### config.mk
export PLATFORM = sky130hd
export DESIGN_NAME = alu_shift_unit
export DESIGN_NICKNAME = d
export VERILOG_FILES = /design/src/rtl/alu_shift_pkg.sv /design/src/rtl/shift_step.sv /design/src/rtl/alu_shift_unit.sv
export SDC_FILE = /design/constraint.sdc
export NUM_CORES = 1
export LEC_CHECK = 0
export ABC_AREA = 0
export BUFFER_PORTS_ARGS = -buffer_cell sky130_fd_sc_hd__buf_2
export CORE_MARGIN = 2
export CORE_UTILIZATION = 52
export CTS_CLUSTER_DIAMETER = 50
export DETAILED_ROUTE_END_ITERATION = 8
export MAX_ROUTING_LAYER = met4
export PLACE_DENSITY = 0.75
export SYNTH_ARGS = -nofsm -noshare
export SYNTH_HDL_FRONTEND = slang
export SYNTH_SLANG_ARGS = --single-unit
### constraint.sdc
create_clock -name clk -period 2.3 [get_ports clk]
set_clock_uncertainty 0.1 [all_clocks]
set_input_delay 0.23 -clock clk [delete_from_list [all_inputs] [get_ports clk]]
set_output_delay 0.23 -clock clk [all_outputs]
set_load 0.005 [all_outputs]
### src/rtl/alu_shift_pkg.sv
// Shared definitions for the shift unit: opcode and FSM state encodings,
// plus the helper that turns a raw shift amount into a step count.
package alu_shift_pkg;

  typedef enum logic [1:0] {
    OP_SLL = 2'b00,
    OP_SRL = 2'b01,
    OP_SRA = 2'b10,
    OP_ROR = 2'b11
  } opcode_e;

  typedef enum logic [1:0] {
    ST_IDLE  = 2'b00,
    ST_SHIFT = 2'b01,
    ST_DONE  = 2'b10
  } state_e;

  localparam int CNT_W = 4;  // holds 0..8

  // Linear shifts saturate at 8 steps (the result is fully filled by then);
  // rotates only need the amount modulo 8.
  function automatic logic [CNT_W-1:0] load_cnt(input logic [1:0] op,
                                                input logic [7:0] amt);
    if (op == OP_ROR)     return {1'b0, amt[2:0]};
    else if (amt > 8'd8)  return 4'd8;
    else                  return amt[3:0];
  endfunction

endpackage

### src/rtl/shift_step.sv
// One-position combinational shift/rotate step.
//   value_i : current working value
//   op_i    : operation (SLL/SRL/SRA/ROR)
//   value_o : value after exactly one step
module shift_step
  import alu_shift_pkg::*;
(
  input  logic [7:0] value_i,
  input  logic [1:0] op_i,
  output logic [7:0] value_o
);

  always_comb begin
    value_o = value_i;
    case (op_i)
      OP_SLL:  value_o = {value_i[6:0], 1'b0};
      OP_SRL:  value_o = {1'b0, value_i[7:1]};
      OP_SRA:  value_o = {value_i[7], value_i[7:1]};
      OP_ROR:  value_o = {value_i[0], value_i[7:1]};
      default: value_o = value_i;
    endcase
  end

endmodule

### src/rtl/alu_shift_unit.sv
// Multi-cycle shifter: captures an operand on start, applies one shift step
// per clock until the count is exhausted, then registers the result and
// pulses done for one cycle.
//   clk, rst_n  : clock, async active-low reset
//   start_i     : request (accepted only in IDLE)
//   opcode_i    : 00 SLL, 01 SRL, 10 SRA, 11 ROR
//   data1_i     : value to shift
//   data2_i     : unsigned shift amount
//   result_o    : last completed result (registered)
//   busy_o      : high while shifting
//   done_o      : one-cycle completion pulse, result valid alongside
module alu_shift_unit
  import alu_shift_pkg::*;
#(
  parameter int DATA_WIDTH = 8
) (
  input  logic                  clk,
  input  logic                  rst_n,
  input  logic                  start_i,
  input  logic [1:0]            opcode_i,
  input  logic [DATA_WIDTH-1:0] data1_i,
  input  logic [DATA_WIDTH-1:0] data2_i,
  output logic [DATA_WIDTH-1:0] result_o,
  output logic                  busy_o,
  output logic                  done_o
);

  state_e                state_q, state_d;
  logic [1:0]            op_q, op_d;
  logic [CNT_W-1:0]      cnt_q, cnt_d;
  logic [DATA_WIDTH-1:0] work_q, work_d;
  logic [DATA_WIDTH-1:0] result_q, result_d;
  logic [DATA_WIDTH-1:0] step_val;

  shift_step u_step (
    .value_i (work_q),
    .op_i    (op_q),
    .value_o (step_val)
  );

  always_ff @(posedge clk or negedge rst_n) begin
    if (!rst_n) begin
      state_q  <= ST_IDLE;
      op_q     <= 2'b00;
      cnt_q    <= '0;
      work_q   <= '0;
      result_q <= '0;
    end else begin
      state_q  <= state_d;
      op_q     <= op_d;
      cnt_q    <= cnt_d;
      work_q   <= work_d;
      result_q <= result_d;
    end
  end

  always_comb begin
    state_d  = state_q;
    op_d     = op_q;
    cnt_d    = cnt_q;
    work_d   = work_q;
    result_d = result_q;
    case (state_q)
      ST_IDLE: begin
        if (start_i) begin
          work_d  = data1_i;
          op_d    = opcode_i;
          cnt_d   = load_cnt(opcode_i, data2_i);
          state_d = ST_SHIFT;
        end
      end
      ST_SHIFT: begin
        if (cnt_q != '0) begin
          work_d = step_val;
          cnt_d  = cnt_q - 4'd1;
        end else begin
          result_d = work_q;
          state_d  = ST_DONE;
        end
      end
      ST_DONE: state_d = ST_IDLE;
      default: state_d = ST_IDLE;
    endcase
  end

  assign result_o = result_q;
  assign busy_o   = (state_q == ST_SHIFT);
  assign done_o   = (state_q == ST_DONE);

endmodule
==> run_results.csv <==
group,metric,value,unit
grt,overflow,0,
timing,fmax,489,MHz
yosys,yosys_warnings,0,
yosys,synth.most_common_cell,"dfrtp_1",
min_path,whs_path_depth,3,
worst_setup_path,required,2.42,ns
die,rows,18,
routing,drt-initial-drc-count,37,
timing,hold_violations,0,
power,power_leakage,0.702,nW
finish,drive_above_1_share,30.7,%
finish,diodes,0,
worst_setup_path,critPathMaxFanout,14,
die,core-area,2410,µm²
routing,wl_per_cell,15.7,µm
flow_run,cap_violations,0,
yosys,ys_ff_latch,24,
clock_tree,htree_num_levels,1,
grt,grt_util_all_layers,22.2,%
yosys,avgSynthCellArea,10.6,µm²
outcome,status,"complete, no violations",
timing,rsz0062_at_grt,"false",
clock_tree,cts_tree,"built",
yosys,synth_flop_cell,"dfrtp_1",
placement,dp.cells,175,
clock_tree,clock-sinks,24,
worst_setup_path,cp-end-kind,"register",
routing,ant_nets,0,
finish,finish.net_count,173,
placement,io_buffers,30,
die,die_h,53.7,µm
min_path,hold_class,"in -> reg",
grt,grt_pass1_vias,1017,
grt,grt_max_degree,25,
worst_setup_path,rr_worst_depth,5,
timing,tns,0,ns
yosys,synth_edf_count,0,
finish,fin_cells,180,
worst_setup_path,startpoint_type,"register",
routing,drtPass1Iterations,4,
finish,multiInputGateArea,621,µm²
yosys,netlist_top_cells_count,"24 x dfrtp_1, 12 x o21ai_0, 8 x mux2_4, 8 x o21a_1",
yosys,synth_area_leader_cell,"dfrtp_1",
timing,finalCriticalPeriod,2.04,ns
timing,slew_headroom,53.5,%
timing,fin_crit_sh,88.9,%
finish,fill_cells,195,
clock_tree,clkTransAtPathRegs,0.14,ns
die,start_util,53.4,%
yosys,synthCells,121,
placement,dp_hpwl,2040,µm
yosys,synth_cell_types,32,
power,p_per_area,1520,nW/µm²
routing,drc_errors,0,
clock_tree,post_cts_buffers,0,
timing,setup_viol,0,
die,pin_count,31,
yosys,async_flop_share,100,%
finish,area_growth_syn_to_layout,16.3,%
yosys,synthTopCellsByArea,"dfrtp_1 47%, mux2_4 9.3%, o21ai_0 4.7%, o21a_1 4.7%, o31ai_1 4.1%",
yosys,synthesis.area,1290,µm²
grt,antenna_found_initial,0,
clock_tree,clock_path_buffers,2,
power,p_total,0.00228,W
yosys,synth_fp_nets,143,
routing,drt-total-wl,2820,µm
worst_setup_path,worst-setup-path-type,"reg -> reg",
clock_tree,clock_latency,0.31,ns
clock_tree,cts-root-buf,"clkbuf_4",
placement,gp_congestion,0.840,
worst_setup_path,cp_data_arrival_time,2.16,ns
die,die_x,53.7,µm
routing,via_count,1094,
yosys,ys_seq_area_share,46.7,%
timing,slew_violations,0,
finish,postLayoutCoreUtil,62.1,%
clock_tree,numCtsBuffers,3,
yosys,yosys.area.top_type_share,46.7,%
die,die-area,2890,µm²
routing,avgViaCountPerCell,6.08,
grt,grt_pass1_wl,4560,µm
power,ir_worst_vdd,0.938,mV
timing,tightest_slew,0.696,ns
finish,seq_area,601,µm²
-- metal layers --
layer,routed length (µm),global-route usage [%]
met5,0,-
met4,17,7.69
met3,173,3.33
met2,1320,33.7
met1,1310,30.2
-- cell families (layout without fill, tap and decap cells) --
group	Yosys count	after routing	synth area share (%)
DFF	24	24	46.7
adders and majority gates	1	1	0.973
AOI/OAI and AO/OA	43	43	23.4
and+or+nand+nor	28	28	12.8
muxes	10	10	11.0
buffers and inverters	15	44	5.06
-- placed cells by master, fill, tap and decap left out, types with 2 or more instances in the layout --
cell / instances
or4_1: 3
inv_1: 7
o21ai_0: 12
nor2_1: 7
buf_4: 2
nor2b_1: 3
dfrtp_1: 24
clkbuf_4: 3
or4b_1: 2
mux2_4: 8
nand2_1: 6
a211oi_1: 6
o21a_1: 8
o211ai_1: 4
buf_2: 30
o31ai_1: 7
-- what timing repair did --
| action | 4_1_cts | 5_1_grt |
|---|---|---|
| endpoints found under the hold margin | 24 | 0 |
| hold buffers | 1 | 0 |
| gates resized for setup | 0 | 0 |
-- flip-flops by register name, summed over array words and instances (netlist names) --
name / cells
work_q: 8
state_q: 2
op_q: 2
result_o: 8
cnt_q: 4
-- area by class of cell --
class,instances,area share (%)
well taps,30,2.51
multi-input cells,82,41.5
inverters,7,1.76
clock buffers,4,2.42
flip-flops and latches,24,40.1
repair buffers,33,11.7
-- power by group --
| group | switching, W | leakage, nW | total (W) | internal [W] |
|---|---|---|---|---|
| Sequential | 0.000220 | 0.294 | 0.000862 | 0.000642 |
| Clock | 0.000126 | 0.0210 | 0.000223 | 0.0000966 |
| Combinational | 0.000588 | 0.388 | 0.00120 | 0.000607 |
| Total | 0.000934 | 0.702 | 0.00228 | 0.00135 |
-- path summary, 6_finish.rpt --
kind	from	endpoint	slack (ns)
worst max register to register	cnt_q[0]	cnt_q[0]	0.26
min in group asynchronous	rst_n	cnt_q[2]	0.32
worst min-delay path	opcode_i[0]	op_q[0]	0.03
worst max-delay path	cnt_q[0]	cnt_q[0]	0.26
worst min register to register	result_o[4]	result_o[4]	0.42
max in group asynchronous	rst_n	work_q[4]	1.40
-- per-stage QoR --
stage / area, µm² / setup slack [ns] / hold WS (ns)
final: 1500 / 0.256 / 0.0288
after global routing: 1500 / 0.0891 / 0.0550
after CTS: 1500 / 0.252 / 0.0309
after detailed placement: 1450 / 0.270 / 0.152
after global placement: 1450 / 0.331 / 0.139
after floorplan: 1290 / 0.536 / -0.166
-- worst max-delay path, cell delays in order, from the launching register on --
cell,delay [ns]
dfrtp_1,0.42
inv_1,0.06
ha_1,0.22
and4bb_2,0.33
or2_0,0.41
a221o_1,0.41
No activity file was read; power rests on OpenSTA's default activity.
